## config.mk

```make
export PLATFORM = sky130hd
export DESIGN_NAME = game_phase_controller
export DESIGN_NICKNAME = d
export VERILOG_FILES = /design/src/rtl/game_phase_controller.sv
export SDC_FILE = /design/constraint.sdc
export NUM_CORES = 1
export LEC_CHECK = 0
export BUFFER_PORTS_ARGS = -buffer_cell sky130_fd_sc_hd__buf_2
export CORE_MARGIN = 10
export CORE_UTILIZATION = 30
export DETAILED_ROUTE_END_ITERATION = 7
export SLEW_MARGIN = 5
export SYNTH_ARGS = -nofsm -noshare
export SYNTH_HDL_FRONTEND = slang
export SYNTH_SLANG_ARGS = --single-unit
export TNS_END_PERCENT = 1
```

## constraint.sdc

```tcl
create_clock -name Clk -period 2.6 [get_ports Clk]
set_input_delay 0.13 -clock Clk [delete_from_list [all_inputs] [get_ports Clk]]
set_output_delay 0.13 -clock Clk [all_outputs]
set_load 0.02 [all_outputs]
```

## src/rtl/game_phase_controller.sv

```systemverilog
// Central Pac-Man sequencer: phases, lives, the power-pellet reversal timer and the ghost/pellet masks.
// All game state advances only on a single-Clk tick taken from the rising edge of the synchronised VGA_VS.
module game_phase_controller #(
    parameter int LIVES_INIT    = 2,
    parameter int READY_FRAMES  = 120,
    parameter int FRIGHT_FRAMES = 600,
    parameter int FRIGHT_WARN   = 120,
    parameter int DYING_FRAMES  = 90
) (
    input  logic       Clk,
    input  logic       Reset_h,
    input  logic       frame_vs,
    input  logic       start,
    input  logic [2:0] pellet_hit,
    input  logic [2:0] ghost_hit,
    input  logic       dots_cleared,
    output logic [2:0] phase,
    output logic [1:0] lives,
    output logic       reversal,
    output logic       fright_warn,
    output logic [9:0] fright_left,
    output logic [2:0] ghost_enable,
    output logic [2:0] pellet_on,
    output logic       freeze,
    output logic       respawn,
    output logic [1:0] ghost_eaten,
    output logic       eat_pulse,
    output logic       death,
    output logic       victory
);

    typedef enum logic [2:0] {
        S_IDLE   = 3'd0,
        S_READY  = 3'd1,
        S_PLAY   = 3'd2,
        S_FRIGHT = 3'd3,
        S_DYING  = 3'd4,
        S_OVER   = 3'd5,
        S_WIN    = 3'd6
    } phase_t;

    localparam logic [1:0] L_INIT   = 2'(LIVES_INIT);
    localparam logic [9:0] T_READY  = 10'(READY_FRAMES);
    localparam logic [9:0] T_FRIGHT = 10'(FRIGHT_FRAMES);
    localparam logic [9:0] T_WARN   = 10'(FRIGHT_WARN);
    localparam logic [9:0] T_DYING  = 10'(DYING_FRAMES);

    phase_t     state, state_n;
    logic [9:0] timer, timer_n;
    logic [1:0] lives_n;
    logic [2:0] ghost_n, pellet_n;
    logic       respawn_n, eat_n, death_n, victory_n;
    logic [1:0] eaten_n;

    logic       vs_s1, vs_s2, vs_s3;
    logic       frame_tick;
    logic [2:0] ghost_live, pellet_live;
    logic [1:0] eaten_cnt;

    // Two flops bring VS into the Clk domain; the third only remembers the previous level for edge detection.
    always_ff @(posedge Clk or posedge Reset_h) begin
        if (Reset_h) begin
            vs_s1 <= 1'b0;
            vs_s2 <= 1'b0;
            vs_s3 <= 1'b0;
        end else begin
            vs_s1 <= frame_vs;
            vs_s2 <= vs_s1;
            vs_s3 <= vs_s2;
        end
    end

    assign frame_tick  = vs_s2 & ~vs_s3;
    assign ghost_live  = ghost_hit & ghost_enable;
    assign pellet_live = pellet_hit & pellet_on;
    assign eaten_cnt   = {1'b0, ghost_live[0]} + {1'b0, ghost_live[1]} + {1'b0, ghost_live[2]};

    always_ff @(posedge Clk or posedge Reset_h) begin
        if (Reset_h) begin
            state        <= S_IDLE;
            timer        <= 10'd0;
            lives        <= L_INIT;
            ghost_enable <= 3'b111;
            pellet_on    <= 3'b111;
            respawn      <= 1'b0;
            eat_pulse    <= 1'b0;
            ghost_eaten  <= 2'd0;
            death        <= 1'b0;
            victory      <= 1'b0;
        end else begin
            state        <= state_n;
            timer        <= timer_n;
            lives        <= lives_n;
            ghost_enable <= ghost_n;
            pellet_on    <= pellet_n;
            respawn      <= respawn_n;
            eat_pulse    <= eat_n;
            ghost_eaten  <= eaten_n;
            death        <= death_n;
            victory      <= victory_n;
        end
    end

    always_comb begin
        state_n   = state;
        timer_n   = timer;
        lives_n   = lives;
        ghost_n   = ghost_enable;
        pellet_n  = pellet_on;
        respawn_n = 1'b0;
        eat_n     = 1'b0;
        eaten_n   = 2'd0;
        death_n   = death;
        victory_n = victory;

        if (frame_tick) begin
            case (state)
                S_IDLE, S_OVER, S_WIN: begin
                    // A new game from any resting phase reloads everything and goes straight to READY.
                    if (start) begin
                        state_n   = S_READY;
                        timer_n   = T_READY;
                        lives_n   = L_INIT;
                        pellet_n  = 3'b111;
                        ghost_n   = 3'b111;
                        respawn_n = 1'b1;
                        death_n   = 1'b0;
                        victory_n = 1'b0;
                    end
                end
                S_READY: begin
                    if (timer == 10'd0) state_n = S_PLAY;
                    else                timer_n = timer - 10'd1;
                end
                S_PLAY: begin
                    if (dots_cleared) begin
                        state_n   = S_WIN;
                        victory_n = 1'b1;
                    end else if (|ghost_live) begin
                        state_n = S_DYING;
                        timer_n = T_DYING;
                    end else if (|pellet_live) begin
                        state_n  = S_FRIGHT;
                        timer_n  = T_FRIGHT;
                        pellet_n = pellet_on & ~pellet_live;
                    end
                end
                S_FRIGHT: begin
                    if (dots_cleared) begin
                        state_n   = S_WIN;
                        victory_n = 1'b1;
                    end else begin
                        if (|ghost_live) begin
                            ghost_n = ghost_enable & ~ghost_live;
                            eat_n   = 1'b1;
                            eaten_n = eaten_cnt;
                        end
                        // A fresh pellet extends the reversal even on what would have been the expiry tick.
                        if (|pellet_live) begin
                            pellet_n = pellet_on & ~pellet_live;
                            timer_n  = T_FRIGHT;
                        end else if (timer == 10'd0) begin
                            state_n = S_PLAY;
                            ghost_n = 3'b111;
                        end else begin
                            timer_n = timer - 10'd1;
                        end
                    end
                end
                S_DYING: begin
                    if (timer != 10'd0) begin
                        timer_n = timer - 10'd1;
                    end else if (lives == 2'd0) begin
                        state_n = S_OVER;
                        death_n = 1'b1;
                    end else begin
                        state_n   = S_READY;
                        timer_n   = T_READY;
                        lives_n   = lives - 2'd1;
                        respawn_n = 1'b1;
                    end
                end
                default: state_n = S_IDLE;
            endcase
        end
    end

    assign phase       = state;
    assign reversal    = (state == S_FRIGHT);
    assign fright_left = (state == S_FRIGHT) ? timer : 10'd0;
    assign fright_warn = (state == S_FRIGHT) && (timer < T_WARN);
    assign freeze      = (state != S_PLAY) && (state != S_FRIGHT);

endmodule
```

* After elaboration in Yosys (flattened, before gate mapping)
Index checks and enable logic that the tools add are counted.
Word-level totals: bits in registers 30, bits in latches 0, RAM bits 0, bits in read-only memories 0, output and inout bits 30, word-level logic and storage cells 123, memories kept 0
Cells by class: $add $sub $neg 4, $mul 0, divide/modulo/power cells 0, magnitude comparators 1, equal/unequal tests 20, shifts and indexed selects 0, multiplexer cells 55, bitwise logic cells 8, reductions and logical operators 22
Operators by type and width (number):
- $mux W10 | 10
- $mux W3 | 18
- $pmux W10 S5 | 1
- $pmux W3 S5 | 1
- $reduce_and A5 Y1 | 3
- $mux W2 | 7
- $ne A2 B2 Y1 const B | 7
- $and A3 B3 Y3 | 4
- $mux W1 | 12
- $logic_not A10 Y1 | 1
- $lt A10 B7 Y1 const B | 1
- $reduce_bool A10 Y1 | 1
- $sub A10 B1 Y10 const B | 1
- $eq A3 B3 Y1 const B | 3
- $ne A3 B3 Y1 const B | 3
- $pmux W3 S3 | 1
- $reduce_or A3 Y1 | 3
- $reduce_and A4 Y1 | 2
- $reduce_and A7 Y1 | 1
- $eq A3 B2 Y1 const B | 2
- $ne A3 B2 Y1 const B | 2
- $not A3 Y3 | 2
- $pmux W1 S2 | 3
- $pmux W3 S2 | 1
- other kinds (17) | 20

* Logic depth before layout (Yosys ltp)
Gate-level depths: netlist of the first run.
depth in word-level cells 8, mapped depth 10

* Worst setup path after synthesis of the first run
OpenSTA, ideal clock, no wires.
path type reg2reg, start point reg timer[0], end point reg timer[0], data arrival time 2222 ps, data required time 2468 ps, path slack 246 ps, cell stages (with the launch flop) 11, buffers on the path 1, clock period less this slack 2354 ps, cells stage by stage dfrtp_1 > inv_1 > ha_1 > or4b_4 > buf_6 > nor3_4 > inv_2 > ha_1 > nor2_1 > a211oi_1 > a21oi_1
On the way: longest elaborated chain between the ends 5, elaborated cells on any way between the ends 10, classes of those cells add/sub: 1; eq/ne: 1; mux: 5; reduce/logical: 3
Ends and longest elaborated chain:
- from (decl) | line 49 | logic [9:0] timer, timer_n;
- from (signal assigned) | line 92 | timer <= timer_n;
- $sub A10 B1 Y10 / $logic_not A10 Y1 (equally long branches)
- $mux W10 | line 132, 162
- $mux W10 | line 159 | if (|pellet_live) begin
- $mux W10 | line 149 | if (dots_cleared) begin
- $pmux W10 S5 | line 117 | case (state)
Parallel ways exist; a longest one is shown, timed or not. The select of a mux whose other input is x is not followed. A chain may end at the register's enable or synchronous reset.

* Final worst setup path of the first run
start point reg timer[0], end point reg state[2], in the netlist phase[2]
On the way: longest elaborated chain between the ends 5, elaborated cells on any way between the ends 8, classes of those cells eq/ne: 1; mux: 4; reduce/logical: 3
Ends and longest elaborated chain:
- $logic_not A10 Y1 | line 132, 162
- $mux W3 (3 in a row)
- $pmux W3 S5
- to (signal assigned) | line 91 | state <= state_n;
- to (decl) | line 48 | phase_t state, state_n;
Parallel ways exist; a longest one is shown, timed or not. The select of a mux whose other input is x is not followed.

==> flow_summary.toml, run 1 <==
[sta]
postLayoutSetupSlackWorst_ps = 187
rsz_0062_raised_after_global_routing = "false"
max_clock_freq_mhz = 414
worst_pin_slew_ps = 826
fin_skew_ps = 3.48
fin_hold_ws_ps = 140
setup_viol = 0
worst_slew_margin_rel_pct = 44.1
setup-tns-final_ps = 0
timing.final.max_slew_violations = 0
hold_violations = 0
final_period_util_pct = 92.8
final_period_minus_worst_setup_slack_ps = 2410

[clock_tree]
tritoncts_clock_tree = "yes"
cts_root_buf = "sky130_fd_sc_hd__clkbuf_8"
cts_clock_pin_slew_for_the_worst_setup_and_hold_paths_ps = 60
htree_levels = 2
buffer_count_from_post_cts_setup_fixing = 0
number_of_buffers_created_by_cts = 5
clock_sink_count = 30
post_cts_resize_count = 0
max-clock-path-buffers = 2
clkLatencyLatePin_ps = 280

[critical_path]
worst_ep_arrival_time_ps = 2580
critical_path.top_delay_family = "simple AND/OR/NAND/NOR gates"
worst-path-max-fanout = 5
critical-path-max-stage-delay_ps = 540
reg2reg_to = "phase[2]"
required_ps = 2770
regToRegStartpoint = "timer[0]"
setup.worst_path.class = "reg2reg"
critPathCaptureType = "flip-flop"
ff2ff_path_depth = 7
reg2reg_slack_ps = 190
timing.critical_path.from_type = "flip-flop"
cp_slowest_cell = "sky130_fd_sc_hd__or4b_4"
crit_path_cells = "inv_1 > ha_1 > or4b_4 > o31ai_2 > nand2_1 > a21oi_2 > mux2_2"
critPathBufInv = 1

[placement]
gp_congestion = 0.907
place.detailed.hpwl_um = 4530
port_buffers = 40
dp_worst_setup_slack_ps = 217

[floorplanning]
std_cell_rows = 29
dieHeight_um = 101
floorplan.initialDensity_pct = 31.1
top_level_ports = 41
die-area_sq_mm = 0.0103
coreArea_sq_mm = 0.00639
die_x_um = 101

[route]
dr.first_iter.drc_count = 213
firstDrtPassIters = 5
detailroute.via_count = 1981
drc = 0
detail_route.wl_per_cell_um = 16.5
totalWireLength_um = 5920
detail-route-antenna-nets = 0
drt-vias-per-instance = 5.52

[synthesis]
netlist_instances = 228
synth_edf_count = 0
synth_ff_type = "sky130_fd_sc_hd__dfrtp_1"
synth_fa_ha_area_share_pct = 2.90
main_combinational_cell_family_by_area_after_synthesis = "compound AO/OA/AOI/OAI gates"
syn_area_per_cell_sq_um = 8.70
synth.mux.area_fraction_pct = 3.60
post_synth_xor_area_fraction_pct = 0.442
synth_area_sq_mm = 0.00198
synth_simple_gate_area_share_pct = 23.5
ys_ff_latch = 30
postSynthNetCount = 243
synth.yosys.warnings = 0
async_reset_ff_share_pct = 100
ys_seq_area_share_pct = 38.3
synth_cell_types = 61
area_fraction_in_compound_gates_after_synthesis_pct = 25.2

[power]
clkPwrFrac_pct = 24.2
ir_drop_uv = 260
p_sw_mw = 0.536
seq_power_share_pct = 44.2
powerDensity_mw_per_mm2 = 603
leak_nw = 1.12
combinationalPowerShare_pct = 31.6
internal-power_mw = 0.949
power_switching_share_pct = 36.1

[layout]
antenna_cells = 0
drive_gt1_share_pct = 29.8
area_growth_pct = 24.3
most_common_library_cell_in_the_layout_ignoring_fill_and_taps = "sky130_fd_sc_hd__buf_2"
number_of_nets_in_the_final_layout = 297
mostFrequentLayoutCells = "sky130_fd_sc_hd__buf_2 (40), sky130_fd_sc_hd__nor2_1 (23), sky130_fd_sc_hd__dfrtp_1 (23)"

[run]
maxcap_violations = 0

[hold_path]
hold_path_class = "in2reg"
worstHoldPathCells = 3
worstHoldEndpoint = "ghost_enable[1]"
holdCritStartpoint = "ghost_hit[1]"

[run_status]
run_status = "finished clean"

[global_routing]
grt_start_max_net_pins = 31
initial_antenna_violation_count = 0
gr-usage-all-layers_pct = 11.9
grt_first_pass_wirelength_um = 9910
number_of_global_route_vias_before_repair = 2000
grt_remaining_overflow = 0
[power by group through the flow]
stage          Combinational [mW]  Sequential (mW)  Clock [mW]
2_1_floorplan               0.271            0.692           0
3_3_place_gp                0.463            0.662           0
3_5_place_dp                0.464            0.665           0
4_1_cts                     0.471            0.656       0.371
5_1_grt                     0.520            0.673       0.392
6_report                    0.469            0.657       0.359
[through the flow]
stage | total power, mW | area, sq um | utilization (%) | cells
3_5_place_dp | 1.13 | 2340 | 36.6 | 347
2_1_floorplan | 0.963 | 1980 | - | 228
3_3_place_gp | 1.13 | 2340 | 36.6 | 347
6_report | 1.49 | 2460 | 38.6 | 359
4_1_cts | 1.50 | 2460 | 38.6 | 359
5_1_grt | 1.59 | 2460 | 38.6 | 359
[cells by family after synthesis]
logic type / after synthesis
adder cells (fa/ha/maj): 4
flip-flops: 30
AND/OR/NAND/NOR: 87
AO/OA/AOI/OAI: 71
buffers and inverters: 29
multiplexers: 6
XOR/XNOR: 1
[synth_stat cells (3+ instances only)]
| library cell | n | share of area, % |
|---|---|---|
| sky130_fd_sc_hd__nand2_1 | 21 | 4.0 |
| sky130_fd_sc_hd__dfstp_2 | 7 | 9.3 |
| sky130_fd_sc_hd__a21oi_1 | 13 | 3.3 |
| sky130_fd_sc_hd__nor2_1 | 23 | 4.4 |
| sky130_fd_sc_hd__dfrtp_1 | 23 | 29 |
| sky130_fd_sc_hd__a31oi_1 | 4 | 1.3 |
| sky130_fd_sc_hd__nand3_1 | 3 | 0.76 |
| sky130_fd_sc_hd__ha_1 | 3 | 1.9 |
| sky130_fd_sc_hd__inv_1 | 14 | 2.6 |
| sky130_fd_sc_hd__a22oi_1 | 3 | 1.1 |
| sky130_fd_sc_hd__a2bb2oi_1 | 4 | 1.8 |
| sky130_fd_sc_hd__a21o_1 | 3 | 1.1 |
| sky130_fd_sc_hd__nor2b_1 | 4 | 1.3 |
| sky130_fd_sc_hd__o21ai_0 | 13 | 3.3 |
| sky130_fd_sc_hd__clkbuf_1 | 10 | 1.9 |
| sky130_fd_sc_hd__nor4_1 | 5 | 1.6 |
| sky130_fd_sc_hd__mux2_2 | 3 | 1.7 |
| sky130_fd_sc_hd__and3_1 | 6 | 1.9 |
| sky130_fd_sc_hd__nor3_1 | 5 | 1.3 |
| sky130_fd_sc_hd__nor3b_1 | 3 | 1.1 |
| sky130_fd_sc_hd__a211oi_1 | 5 | 1.9 |
| sky130_fd_sc_hd__o21bai_1 | 3 | 1.1 |
[state kept, by name (all words and copies together) (netlist names)]
signal and count:
death 1, respawn 1, vs_s2 1, phase 3, lives 2, timer 10, eat_pulse 1, ghost_enable 3
ghost_eaten 2, vs_s3 1, pellet_on 3, victory 1, vs_s1 1
[worst register-to-register path: cells and delay by family, from the launching register on]
| family | cells | cell delay [ps] |
|---|---|---|
| mux | 1 | 360 |
| flops | 1 | 390 |
| simple gates | 2 | 650 |
| buf+inv | 1 | 130 |
| fa+ha+maj | 1 | 240 |
| compound gates | 2 | 540 |
[area by class of cell]
class,instances,area [sq um]
fill,669,3920
multi-input combinational,169,1100
sequential,30,759
timing repair buffer,61,370
tap,77,96.3
clock buffer,5,68.8
inverter,15,56.3
clock inverter,2,10.0
[per-layer routing]
| layer | GRT usage [%] | share of wire, % | vias up |
|---|---|---|---|
| li1 | - | - | 951 |
| met1 | 15.0 | 45 | 942 |
| met2 | 18.9 | 46 | 77 |
| met3 | 3.61 | 7.2 | 11 |
| met4 | 3.54 | 1.2 | 0 |
| met5 | 0 | 0 | - |
[how the worst max path moves through the flow]
stage             start        to  slack [ps]  cells past startpoint
3_5_place_dp   timer[0]  phase[2]         220                      7
5_1_grt        timer[0]  phase[2]          60                      7
2_1_floorplan  timer[0]  timer[0]         250                     10
4_1_cts        timer[0]  phase[2]         200                      7
6_report       timer[0]  phase[2]         190                      7
3_3_place_gp   timer[0]  phase[2]         280                      7
[what timing repair did]
item | in CTS | in global routing
endpoints found under the setup margin | 0 | 0
hold endpoints to repair | 27 | 0
hold buffers | 5 | 0
Power figures use the tool's default switching activity.
==> run 2, diff against run 1 <==
--- a/config.mk
+++ b/config.mk
@@ -6,9 +6,12 @@
 export NUM_CORES = 1
 export LEC_CHECK = 0
 export BUFFER_PORTS_ARGS = -buffer_cell sky130_fd_sc_hd__buf_2
+export CELL_PAD_IN_SITES_DETAIL_PLACEMENT = 0
+export CELL_PAD_IN_SITES_GLOBAL_PLACEMENT = 2
 export CORE_MARGIN = 10
 export CORE_UTILIZATION = 30
 export DETAILED_ROUTE_END_ITERATION = 7
+export PLACE_DENSITY_LB_ADDON = 0.1
 export SLEW_MARGIN = 5
 export SYNTH_ARGS = -nofsm -noshare
 export SYNTH_HDL_FRONTEND = slang
==> run 2 against run 1 <==
Compared with the run above:
- sequential share of layout area decreased by 0.40 points
- largest cell class unchanged
- highest routed layer unchanged
- cell count increased by 0.56%
- power increased by 2.4%
- non-clock buffer count increased by 1
- sequential power increased by 3.3%
==> flow_summary.toml, run 2 (same netlist as run 1, synthesis figures left out) <==
[power]
ir_drop_uv = 283
powerDensity_mw_per_mm2 = 609
leak_nw = 1.14

[critical_path]
worst_ep_arrival_time_ps = 2520
ff2ff_path_depth = 7
timing.critical_path.from_type = "flip-flop"
setup.worst_path.class = "reg2reg"
timing.critical_path.to = "phase[2]"
worst-path-max-fanout = 5
required_ps = 2780
reg2reg_to = "phase[2]"
critPathCaptureType = "flip-flop"
setup.worst_path.start = "timer[0]"
regToRegStartpoint = "timer[0]"
reg2reg_slack_ps = 260

[floorplanning]
die_x_um = 101
std_cell_rows = 29
die-area_sq_mm = 0.0103
top_level_ports = 41
floorplan.initialDensity_pct = 31.1
coreArea_sq_mm = 0.00639
dieHeight_um = 101

[global_routing]
grt_start_max_net_pins = 31
grt_remaining_overflow = 0
grt_most_used_layer = "met2"
global_route.usage.met1_pct = 17.6
gr-usage-all-layers_pct = 12.8
gr-usage-met2_pct = 19.4
initial_antenna_violation_count = 0
met3_usage_pct = 3.13
number_of_global_route_vias_before_repair = 1916
grt_first_pass_wirelength_um = 10600

[placement]
port_buffers = 40
place.detailed.hpwl_um = 4930
dp_worst_setup_slack_ps = 277
gp_congestion = 0.788

[layout]
largest_reg_flops = 10
most_common_library_cell_in_the_layout_ignoring_fill_and_taps = "sky130_fd_sc_hd__buf_2"
mostFrequentLayoutCells = "sky130_fd_sc_hd__buf_2 (40), sky130_fd_sc_hd__nor2_1 (23), sky130_fd_sc_hd__dfrtp_1 (23)"
seq_cell_area_sq_um = 759
number_of_nets_in_the_final_layout = 298
final.fill_count = 682
antenna_cells = 0
area_growth_pct = 25.9
drive_gt1_share_pct = 29.9
regMostFlops = "timer"
multi_input_comb_area_sq_mm = 0.00110

[sta]
timing.final.max_slew_violations = 0
hold_violations = 0
final_period_minus_worst_setup_slack_ps = 2340
worst_slew_margin_rel_pct = 51.3
worst_pin_slew_ps = 727
rsz_0062_raised_after_global_routing = "false"
final_period_util_pct = 90.1
max_clock_freq_mhz = 427
fin_skew_ps = 7.44
setup_viol = 0
setup-tns-final_ps = 0
postLayoutSetupSlackWorst_ps = 257

[run]
maxcap_violations = 0

[run_status]
run_status = "finished clean"

[clock_tree]
cts_root_buf = "sky130_fd_sc_hd__clkbuf_8"
max-clock-path-buffers = 2
htree_levels = 2
clock_sink_count = 30
cts_clock_pin_slew_for_the_worst_setup_and_hold_paths_ps = 70
tritoncts_clock_tree = "yes"
clkLatencyLatePin_ps = 290
post_cts_resize_count = 0
number_of_buffers_created_by_cts = 5
buffer_count_from_post_cts_setup_fixing = 0
ctsHoldBuffers = 5

[route]
dr.first_iter.drc_count = 89
detail-route-antenna-nets = 0
firstDrtPassIters = 4
detail_route.wl_per_cell_um = 17.9
drc = 0
detailroute.via_count = 1949
totalWireLength_um = 6450
drt-vias-per-instance = 5.40

[hold_path]
hold_path_class = "in2reg"
[run 2: cell count changes in the layout (fill, tap and decap cells not counted), sizes merged]
cell | previous run | this run
clkbuf | 5 | 7
buf | 56 | 57
clkinv | 2 | 1
[run 2: layout make-up]
| type | count | share of cell area [%] |
|---|---|---|
| repair buffers | 62 | 15.6 |
| inverters | 15 | 2.25 |
| multi-input cells | 169 | 44.2 |
| well taps | 77 | 3.86 |
| clock inverters | 1 | 0.200 |
| clock buffers | 7 | 3.46 |
| flip-flops and latches | 30 | 30.4 |
[run 2: routing by layer]
layer / share of wire [%] / vias up
met3: 4.9 / 8
met4: 1.2 / 0
li1: - / 951
met1: 48 / 946
met5: 0 / -
met2: 46 / 44
[run 2: worst min-delay path by stage]
stage / start / to / slack [ps] / cells after the start
after CTS: ghost_hit[1] / ghost_enable[1] / 140 / 3
after global routing: ghost_hit[2] / ghost_enable[2] / 150 / 3
after floorplan: frame_vs / vs_s1 / 160 / 0
final: ghost_hit[1] / ghost_enable[1] / 140 / 3
after detailed placement: frame_vs / vs_s1 / 240 / 1
after global placement: Reset_h / vs_s1 / 240 / 3
[run 2: critical path, cell delays in order (launching register included)]
cell and delay [ps]:
sky130_fd_sc_hd__dfrtp_1 390, sky130_fd_sc_hd__inv_1 120, sky130_fd_sc_hd__ha_1 190, sky130_fd_sc_hd__or4b_4 530, sky130_fd_sc_hd__o31ai_2 320, sky130_fd_sc_hd__nand2_1 110, sky130_fd_sc_hd__a21oi_2 210, sky130_fd_sc_hd__mux2_2 360
[run 2: per-stage QoR]
| step | hold slack (ps) | utilization, % | instances | total power, mW | area, sq um |
|---|---|---|---|---|---|
| floorplan | 161 | - | 228 | 0.963 | 1980 |
| global placement | 238 | 36.9 | 348 | 1.13 | 2360 |
| detailed placement | 241 | 36.9 | 348 | 1.12 | 2360 |
| CTS | 141 | 39.1 | 361 | 1.54 | 2500 |
| global route | 151 | 39.1 | 361 | 1.62 | 2500 |
| finish | 142 | 39.1 | 361 | 1.52 | 2500 |
[run 2: where the power goes]
group	switching (mW)	internal, mW	total, mW
combinational	0.247	0.187	0.434
clock	0.194	0.214	0.407
sequential	0.111	0.569	0.679
total	0.551	0.969	1.52
==> run 3, diff against run 2 <==
--- a/config.mk
+++ b/config.mk
@@ -8,9 +8,10 @@
 export BUFFER_PORTS_ARGS = -buffer_cell sky130_fd_sc_hd__buf_2
 export CELL_PAD_IN_SITES_DETAIL_PLACEMENT = 0
 export CELL_PAD_IN_SITES_GLOBAL_PLACEMENT = 2
-export CORE_MARGIN = 10
+export CORE_MARGIN = 4
 export CORE_UTILIZATION = 30
 export DETAILED_ROUTE_END_ITERATION = 7
+export HOLD_SLACK_MARGIN = 0.02
 export PLACE_DENSITY_LB_ADDON = 0.1
 export SLEW_MARGIN = 5
 export SYNTH_ARGS = -nofsm -noshare
==> run 3 against run 2 <==
Compared with the run above:
- via count is 1.7% lower
- utilization is 0.16 points lower
- largest power group unchanged
- cell area is 0.40% lower
- clock skew is 2.9 ps higher
- die area is 22% lower
- critical endpoint unchanged
- sequential power hardly changed
==> flow_summary.toml, run 3 (same netlist as run 1, synthesis figures left out) <==
[run_status]
run_status = "finished clean"

[clock_tree]
clock_sink_count = 30
clkLatencyLatePin_ps = 290
htree_levels = 2
number_of_buffers_created_by_cts = 5
max-clock-path-buffers = 2
cts_root_buf = "sky130_fd_sc_hd__clkbuf_8"
cts_clock_pin_slew_for_the_worst_setup_and_hold_paths_ps = 70
tritoncts_clock_tree = "yes"

[sta]
max_clock_freq_mhz = 434
postLayoutSetupSlackWorst_ps = 295
final_period_util_pct = 88.7
fin_hold_ws_ps = 142
final_period_minus_worst_setup_slack_ps = 2300
rsz_0062_raised_after_global_routing = "false"
setup-tns-final_ps = 0
setup_viol = 0
worst_pin_slew_ps = 648
timing.final.max_slew_violations = 0
hold_violations = 0
fin_skew_ps = 10.3
worst_slew_margin_rel_pct = 56.1

[critical_path]
timing.critical_path.from_type = "flip-flop"
worst_ep_arrival_time_ps = 2480
reg2reg_slack_ps = 300
timing.critical_path.to = "phase[2]"
reg2reg_to = "phase[2]"
regToRegStartpoint = "timer[0]"
ff2ff_path_depth = 7
worst-path-max-fanout = 5
setup.worst_path.start = "timer[0]"
critPathCaptureType = "flip-flop"
required_ps = 2780
setup.worst_path.class = "reg2reg"

[run]
maxcap_violations = 0

[floorplanning]
die-area_sq_mm = 0.00798
std_cell_rows = 29
dieHeight_um = 89.3
coreArea_sq_mm = 0.00639
top_level_ports = 41
floorplan.initialDensity_pct = 31.1
die_x_um = 89.3

[global_routing]
gr-usage-all-layers_pct = 16.4
initial_antenna_violation_count = 0
grt_start_max_net_pins = 31
grt_first_pass_wirelength_um = 9830
number_of_global_route_vias_before_repair = 1880
grt_remaining_overflow = 0

[layout]
mostFrequentLayoutCells = "sky130_fd_sc_hd__buf_2 (40), sky130_fd_sc_hd__nor2_1 (23), sky130_fd_sc_hd__dfrtp_1 (23)"
largest_reg_flops = 10
multi_input_comb_area_sq_mm = 0.00110
regMostFlops = "timer"
seq_cell_area_sq_um = 759
final.fill_count = 685
drive_gt1_share_pct = 30.5
layout.cell_area.non_filler_sq_mm = 0.00249
most_common_library_cell_in_the_layout_ignoring_fill_and_taps = "sky130_fd_sc_hd__buf_2"
antenna_cells = 0
area_growth_pct = 25.4
number_of_nets_in_the_final_layout = 300

[power]
powerDensity_mw_per_mm2 = 594
leak_nw = 1.14
ir_drop_uv = 297
clkPwrFrac_pct = 24.4
power_switching_share_pct = 36.5
report.power.total_mw = 1.48
p_sw_mw = 0.539
seq_power_share_pct = 46.2
combinationalPowerShare_pct = 29.3
internal-power_mw = 0.938

[route]
detail_route.wl_per_cell_um = 16.7
totalWireLength_um = 6030
dr.first_iter.drc_count = 76
detail-route-antenna-nets = 0
firstDrtPassIters = 4
drt-vias-per-instance = 5.29
detailroute.via_count = 1915
drc = 0

[hold_path]
hold_path_class = "in2reg"

[placement]
place.detailed.hpwl_um = 4610
gp_congestion = 0.828
dp_worst_setup_slack_ps = 296
port_buffers = 40
dpl_cell_area_sq_mm = 0.00236
## run 3: cell count changes in the layout (fill, tap and decap cells not counted)
| cell | before | now |
|---|---|---|
| sky130_fd_sc_hd__clkbuf_8 | 6 | 5 |
| sky130_fd_sc_hd__clkbuf_1 | 1 | 0 |
| sky130_fd_sc_hd__buf_12 | 1 | 0 |
| sky130_fd_sc_hd__buf_4 | 16 | 19 |
| sky130_fd_sc_hd__clkinv_2 | 1 | 2 |
## run 3: worst min-delay path by stage
stage            startpoint         endpoint  slack (ps)  cells after the start
5_1_grt        dots_cleared   ghost_eaten[0]         150                      2
4_1_cts        ghost_hit[0]  ghost_enable[0]         140                      3
3_3_place_gp        Reset_h            vs_s1         240                      3
6_report       dots_cleared        eat_pulse         140                      2
2_1_floorplan      frame_vs            vs_s1         160                      0
3_5_place_dp        Reset_h            vs_s1         240                      3
## run 3: power groups by stage
stage	registers [mW]	clock network, mW	logic (mW)
floorplan	0.692	0	0.271
global placement	0.695	0	0.441
detailed placement	0.689	0	0.428
CTS	0.680	0.375	0.435
global route	0.695	0.391	0.488
finish	0.682	0.361	0.433
## run 3: metal layers
metal	wire, um	GRT usage (%)	vias up
met5	0	0	-
met4	82	4.47	0
met3	262	3.69	7
met2	2700	24.5	39
met1	2990	23.8	918
li1	-	-	951
## run 3: per-stage QoR
| stage | instances | utilization [%] |
|---|---|---|
| 6_report | 362 | 38.9 |
| 5_1_grt | 362 | 38.9 |
| 4_1_cts | 362 | 38.9 |
| 3_5_place_dp | 350 | 36.9 |
| 3_3_place_gp | 350 | 36.9 |
| 2_1_floorplan | 228 | - |
## run 3: final cells by class
cell class	count	share of cell area, %
multi-input cells	169	44.4
well taps	77	3.87
clock inverters	2	0.402
clock buffers	5	2.77
inverters	15	2.26
repair buffers	64	15.8
flip-flops and latches	30	30.5
## run 3: worst max-delay path, cell delays in order (launching register included)
cell                      delay, ps
sky130_fd_sc_hd__dfrtp_1        390
sky130_fd_sc_hd__inv_1          120
sky130_fd_sc_hd__ha_1           190
sky130_fd_sc_hd__or4b_4         530
sky130_fd_sc_hd__o31ai_2        310
sky130_fd_sc_hd__nand2_1        110
sky130_fd_sc_hd__a21oi_2        200
sky130_fd_sc_hd__mux2_2         350
## run 3: repair_timing
action / CTS / global route
hold buffers: 5 / 0
setup buffers: 0 / 0
gates resized for setup: 0 / 0
hold endpoints to repair: 27 / 0
